### src/rtl/input_cond_pkg.sv
// Shared constants for the input-conditioning blocks (debouncer and friends).
package input_cond_pkg;

  localparam int TICK_DIV_DEF     = 250000;
  localparam int STABLE_TICKS_DEF = 4;
  localparam int PRESS_CNT_W      = 8;

endpackage

### src/rtl/debounce_bit.sv
// One debounced input: two-flop synchroniser, tick-qualified stable counter,
// debounced level and registered rise/fall pulses.
module debounce_bit
  import input_cond_pkg::*;
#(
  parameter int STABLE_TICKS = STABLE_TICKS_DEF
) (
  input  logic clk,
  input  logic rst,
  input  logic tick,
  input  logic din,
  output logic dout,
  output logic rise,
  output logic fall
);

  localparam int CNT_W = $clog2(STABLE_TICKS + 1);

  logic             s1_reg;
  logic             s2_reg;
  logic [CNT_W-1:0] cnt_reg;
  logic [CNT_W-1:0] cnt_next;
  logic             dout_reg;
  logic             dout_next;
  logic             rise_reg;
  logic             rise_next;
  logic             fall_reg;
  logic             fall_next;

  always_ff @(posedge clk or posedge rst) begin
    if (rst) begin
      s1_reg   <= 1'b0;
      s2_reg   <= 1'b0;
      cnt_reg  <= '0;
      dout_reg <= 1'b0;
      rise_reg <= 1'b0;
      fall_reg <= 1'b0;
    end else begin
      s1_reg   <= din;
      s2_reg   <= s1_reg;
      cnt_reg  <= cnt_next;
      dout_reg <= dout_next;
      rise_reg <= rise_next;
      fall_reg <= fall_next;
    end
  end

  // A match on any cycle, tick or not, discards partial qualification.
  always_comb begin
    cnt_next  = cnt_reg;
    dout_next = dout_reg;
    rise_next = 1'b0;
    fall_next = 1'b0;
    if (s2_reg == dout_reg) begin
      cnt_next = '0;
    end else if (tick) begin
      if (cnt_reg == CNT_W'(STABLE_TICKS - 1)) begin
        dout_next = s2_reg;
        cnt_next  = '0;
        rise_next = s2_reg;
        fall_next = ~s2_reg;
      end else begin
        cnt_next = cnt_reg + 1'b1;
      end
    end
  end

  assign dout = dout_reg;
  assign rise = rise_reg;
  assign fall = fall_reg;

endmodule

### src/rtl/button_debouncer.sv
// WIDTH-bit switch/button conditioner: shared sample-tick prescaler, per-bit
// debouncers and a wrapping press counter for bit 0.
module button_debouncer
  import input_cond_pkg::*;
#(
  parameter int WIDTH        = 8,
  parameter int TICK_DIV     = TICK_DIV_DEF,
  parameter int STABLE_TICKS = STABLE_TICKS_DEF
) (
  input  logic                   clk,
  input  logic                   rst,
  input  logic [WIDTH-1:0]       din,
  output logic [WIDTH-1:0]       dout,
  output logic [WIDTH-1:0]       rise,
  output logic [WIDTH-1:0]       fall,
  output logic [PRESS_CNT_W-1:0] press_cnt,
  output logic                   tick
);

  localparam int PRE_W = $clog2(TICK_DIV);

  logic [PRE_W-1:0]       presc_reg;
  logic [PRE_W-1:0]       presc_next;
  logic [PRESS_CNT_W-1:0] press_cnt_reg;
  logic [PRESS_CNT_W-1:0] press_cnt_next;

  // tick is decoded from the counter so it is 1 exactly during the wrap cycle.
  assign tick = (presc_reg == PRE_W'(TICK_DIV - 1));

  always_comb begin
    presc_next     = presc_reg + 1'b1;
    press_cnt_next = press_cnt_reg;
    if (tick) begin
      presc_next = '0;
    end
    if (rise[0]) begin
      press_cnt_next = press_cnt_reg + 1'b1;
    end
  end

  always_ff @(posedge clk or posedge rst) begin
    if (rst) begin
      presc_reg     <= '0;
      press_cnt_reg <= '0;
    end else begin
      presc_reg     <= presc_next;
      press_cnt_reg <= press_cnt_next;
    end
  end

  assign press_cnt = press_cnt_reg;

  genvar gi;
  generate
    for (gi = 0; gi < WIDTH; gi++) begin : g_bit
      debounce_bit #(
        .STABLE_TICKS(STABLE_TICKS)
      ) u_bit (
        .clk  (clk),
        .rst  (rst),
        .tick (tick),
        .din  (din[gi]),
        .dout (dout[gi]),
        .rise (rise[gi]),
        .fall (fall[gi])
      );
    end
  endgenerate

endmodule

### config.mk
export PLATFORM = sky130hd
export DESIGN_NAME = button_debouncer
export DESIGN_NICKNAME = d
export VERILOG_FILES = /design/src/rtl/input_cond_pkg.sv /design/src/rtl/debounce_bit.sv /design/src/rtl/button_debouncer.sv
export SDC_FILE = /design/constraint.sdc
export NUM_CORES = 1
export LEC_CHECK = 0
export CAP_MARGIN = 20
export CORE_UTILIZATION = 56
export CTS_CLUSTER_DIAMETER = 100
export CTS_CLUSTER_SIZE = 20
export DETAILED_ROUTE_END_ITERATION = 6
export PLACE_DENSITY_LB_ADDON = 0.3
export SLEW_MARGIN = 10
export SYNTH_ARGS = -nofsm -noshare
export SYNTH_HDL_FRONTEND = slang
export SYNTH_SLANG_ARGS = --single-unit
### constraint.sdc
create_clock -name clk -period 3.77 [get_ports clk]
set_clock_uncertainty 0.1 [all_clocks]
set_input_delay 0.5655 -clock clk [delete_from_list [all_inputs] [get_ports clk]]
set_output_delay 0.5655 -clock clk [all_outputs]
set_load 0.005 [all_outputs]
After elaboration in Yosys (flattened, before gate mapping)

Cells that the tools add are included.

Latch bits: 0
Logic and storage cells: 182
Output and inout bits: 33
Bits in writable memories: 0
Input port bits: 10
Memories: 0
Bits in read-only memories: 0
Bits in registers: 90

Multiplexer cells: 73
Eq/ne operators: 17
Divide/modulo/power cells: 0
Order comparisons: 0
Add/subtract/negate cells: 10
Multipliers: 0
Shifts and indexed selects: 0
Bitwise operators: 16
Reductions and logical operators: 16

Operators by type and width:

| operator              | count |
|---|---|
| $mux 3                | 24 |
| $mux 1                | 48 |
| $add 3x1->3 const B   | 8 |
| $eq 3x2->1 const B    | 8 |
| $reduce_and 3->1      | 8 |
| $add 18x1->18 const B | 1 |
| $eq 18x18->1 const B  | 1 |
| $mux 18               | 1 |
| $not 1->1             | 16 |
| $reduce_bool 2->1     | 8 |
| $add 8x1->8 const B   | 1 |
| $eq 1x1->1            | 8 |

Depth between registers and ports, before layout

Depth in word-level cells: 4
Gate-level depth with buffers: 8
Gate-level depth less buffers: 6

Hierarchy

A second synthesis with hierarchy kept.

Cells, all modules: 307
Area, all modules: 3,811.2 µm²

By module, submodules not included:

| module           | cells an instance | area an instance (µm²) | times used | sequential area each (µm²) |
|---|---|---|---|---|
| debounce_bit     | 25                | 324.1                  | 8          | 200.2 |
| button_debouncer | 107               | 1,218.7                | 1          | 650.6 |

Worst setup path before layout

Ideal clock, no wire load.

Kind: register -> output
Start point: reg presc_reg[0]
End point: out tick
Cell stages (with the launch flop): 7
Data required time: 3.104 ns
Path slack: 1.622 ns
Arrival: 1.482 ns
Buffers on the path: 1
Cells stage by stage: dfrtp_1 -> ha_1 -> nand3_2 -> nor3_1 -> nand2_1 -> clkinv_1 -> buf_2

Cells in the longest elaborated chain, start to end: 1

Ends and longest elaborated chain:

| element                  | RTL line               | source |
|---|---|---|
| start: declaration       | button_debouncer.sv:22 | `logic [PRE_W-1:0] presc_reg;` |
| start signal: assignment | button_debouncer.sv:46 | `presc_reg <= presc_next;` |
| $eq 18x18->1             | button_debouncer.sv:28 | `assign tick = (presc_reg == PRE_W'(TICK_DIV - 1));` |
| end: declaration         | button_debouncer.sv:17 | `output logic tick` |

Every way passes these cells.

Worst setup path in the final report

Ends and elaborated chain as after synthesis.

==> impl_metrics.json <==
{
  "syn_avg_cell_area_um2": 11.86,
  "fmax_mhz": 288.9,
  "grt_max_degree": 53,
  "final_area_um2": 4486,
  "hold_viol": 0,
  "wirelength_um": 6094,
  "required_ps": 3100,
  "route.vias.total": 2467,
  "slew_headroom_pct": 31.75,
  "startpoint_type": "flip-flop",
  "drtIter0Drc": 194,
  "status": "complete, no violations",
  "r2r_setup_slack_ps": 1110,
  "start_util_pct": 58.12,
  "dp_hpwl_um": 4094,
  "io_pins": 43,
  "area_growth_pct": 13.59,
  "grt_overflow": 0,
  "die_y_um": 85.97,
  "tightest_slew_ps": 1024,
  "synth.distinct_cells": 37,
  "grt_pass1_wl_um": 10990,
  "hold_end": "g_bit[4].u_bit.s2_reg",
  "p_per_area_nw_per_um2": 373.3,
  "postRouteAntennaNets": 0,
  "ff2ff_path_depth": 4,
  "largest_reg_flops": 24,
  "die_area_um2": 7391,
  "leakage_uw": 0.002153,
  "dr.pass1.iters": 4,
  "clock_path_buffers": 2,
  "path_class": "reg -> out",
  "finalPower_uw": 1675,
  "drc": 0,
  "drive_gt1_share_pct": 8.840,
  "hp-class": "reg -> reg",
  "die_x_um": 85.97,
  "rr_endpoint": "g_bit[7].u_bit.dout",
  "core_area_um2": 6794,
  "min_from": "g_bit[4].u_bit.s1_reg",
  "finalNetCount": 377,
  "grt_pass1_vias": 2527,
  "clkTransAtPathRegs_ps": 80,
  "crit_fanout": 18,
  "track_usage_pct": 19.35,
  "ys_warn_count": 0,
  "ys_seq_area_share_pct": 57.03,
  "cts_tree": "done",
  "worstReg2RegStart": "presc_reg[13]",
  "cts_setup_buffers": 0,
  "hold_buffers": 0,
  "cap_violations": 0,
  "placed_area_um2": 4282,
  "min_period_ps": 3462,
  "fin_tns_setup_ps": 0,
  "cts_buffers": 9,
  "worst_setup_path_end_kind": "output pin",
  "viasPerCell": 5.386,
  "wl_per_cell_um": 13.31,
  "rows": 30,
  "setup_viol": 0,
  "clock_sinks": 90,
  "rsz0062_at_grt": "no",
  "syn_inst": 333,
  "cp.arrival_ps": 2800,
  "holdPathStages": 0,
  "cts_resized": 0,
  "clock_latency_ps": 350,
  "cts_root_buf": "clkbuf_8",
  "htreeDepth": 3,
  "ys_seq_elements": 90,
  "syn_nets": 353,
  "drv_slew": 0,
  "gp_congestion": 0.8018,
  "ir_worst_vdd_mv": 0.2078,
  "synth_area_um2": 3949,
  "min_period_over_period_pct": 91.83,
  "antenna_found_initial": 0,
  "io_buffer_count": 42,
  "antenna_cells": 0
}
[metrics by stage]
stage | util (%) | std cells | setup WS [ps] | hold WS [ps]
after floorplan | - | 333 | 769.2 | 231.2
after global placement | 63.02 | 442 | 787.6 | 231.6
after detailed placement | 63.02 | 442 | 705.9 | 236.5
after CTS | 66.02 | 458 | 306.8 | 256.1
after global routing | 66.02 | 458 | 144.2 | 257.2
final | 66.02 | 458 | 308.1 | 252.4
[layout by cell type, fill, tap and decap left out, types with 2 or more instances in the layout]
cell type and count:
nand2b_1 8, nand4_1 13, nor4_1 7, dfrtp_1 90, clkinv_2 4, or2_2 2, nor3_4 4, ha_1 10
o21ai_0 16, nand4b_1 5, buf_4 2, xor2_1 17, o211ai_1 5, clkbuf_8 11, and3b_1 16, mux2_2 5
mux2_1 4, a21oi_1 18, xnor2_1 12, and2_1 2, nor2_1 15, nand3b_1 4, nand3_1 6, nand2_1 17
inv_1 9, nor3_1 6, clkdlybuf4s50_1 42
[kinds of logic after synthesis]
| logic type | count (synthesis) | synth area share, % |
|---|---|---|
| AND/OR/NAND/NOR | 111 | 17.90 |
| buffers and inverters | 43 | 7.224 |
| multiplexers | 9 | 2.566 |
| XOR/XNOR | 29 | 6.432 |
| flip-flops | 90 | 57.03 |
| adder cells (fa/ha/maj) | 10 | 3.169 |
| AO/OA/AOI/OAI | 41 | 5.672 |
[per-layer routing]
layer / track usage [%] / vias up / share of wire [%]
li1: - / 1180 / -
met4: 8.485 / 0 / 1.5
met1: 23.04 / 1218 / 45
met5: 0 / - / 0
met3: 6.352 / 10 / 4.1
met2: 32.18 / 59 / 50
[critical path, stage by stage (launching register included)]
cell	delay [ps]
dfrtp_1	420
ha_1	240
nand3_2	150
nor3_1	70
buf_4	180
nand2_1	230
clkinv_1	530
clkdlybuf4s50_1	620
[how the worst max path moves through the flow]
stage / slack (ps) / to / cells past startpoint / from
floorplan: 770 / g_bit[0].u_bit.cnt_reg[0] / 1 / rst
global placement: 790 / tick / 7 / presc_reg[0]
detailed placement: 710 / tick / 6 / presc_reg[13]
CTS: 310 / tick / 6 / presc_reg[13]
global route: 140 / tick / 6 / presc_reg[13]
finish: 310 / tick / 7 / presc_reg[0]
[report_power, final]
part,internal [uW],switching (uW),leakage (uW)
combinational,13.7,24.5,0.000841
clock,339,319,0.000105
sequential,973,5.39,0.00121
[Yosys cell counts]
library cell | instances | share of area, %
dfrtp_1 | 90 | 57
buf_4 | 24 | 4.6
a21oi_1 | 18 | 2.3
nand2_1 | 17 | 1.6
xor2_1 | 17 | 3.8
and3b_1 | 16 | 3.5
o21ai_0 | 16 | 2.0
nor2_1 | 15 | 1.4
nand4_1 | 13 | 2.1
xnor2_1 | 12 | 2.7
ha_1 | 10 | 3.2
inv_1 | 10 | 0.95
nand2b_1 | 8 | 1.3
nor4_1 | 7 | 1.1
nand3_1 | 6 | 0.76
nor3_1 | 6 | 0.76
mux2_2 | 5 | 1.4
nand4b_1 | 5 | 1.1
o211ai_1 | 5 | 0.95
mux2_1 | 4 | 1.1
nand3b_1 | 4 | 0.76
nor3_4 | 4 | 1.6
clkbuf_1 | 3 | 0.29
and2_1 | 2 | 0.32
buf_2 | 2 | 0.25
buf_6 | 2 | 0.57
or2_2 | 2 | 0.32
a41oi_1 | 1 | 0.22
and3_1 | 1 | 0.16
and4_1 | 1 | 0.22
buf_12 | 1 | 0.51
clkinv_1 | 1 | 0.095
nand3_2 | 1 | 0.25
nor3b_1 | 1 | 0.19
nor4b_1 | 1 | 0.22
o21a_1 | 1 | 0.19
or3_1 | 1 | 0.16
[area by class of cell]
type                    count  area (um2)
clock buffers              11       151.4
clock inverters             5       52.55
fillers                   504        2308
inverters                  11       42.54
multi-input cells         200        1411
flip-flops and latches     90        2252
well taps                  96       120.1
repair buffers             45       455.4
Note: power is estimated with default switching activity, not from simulation.
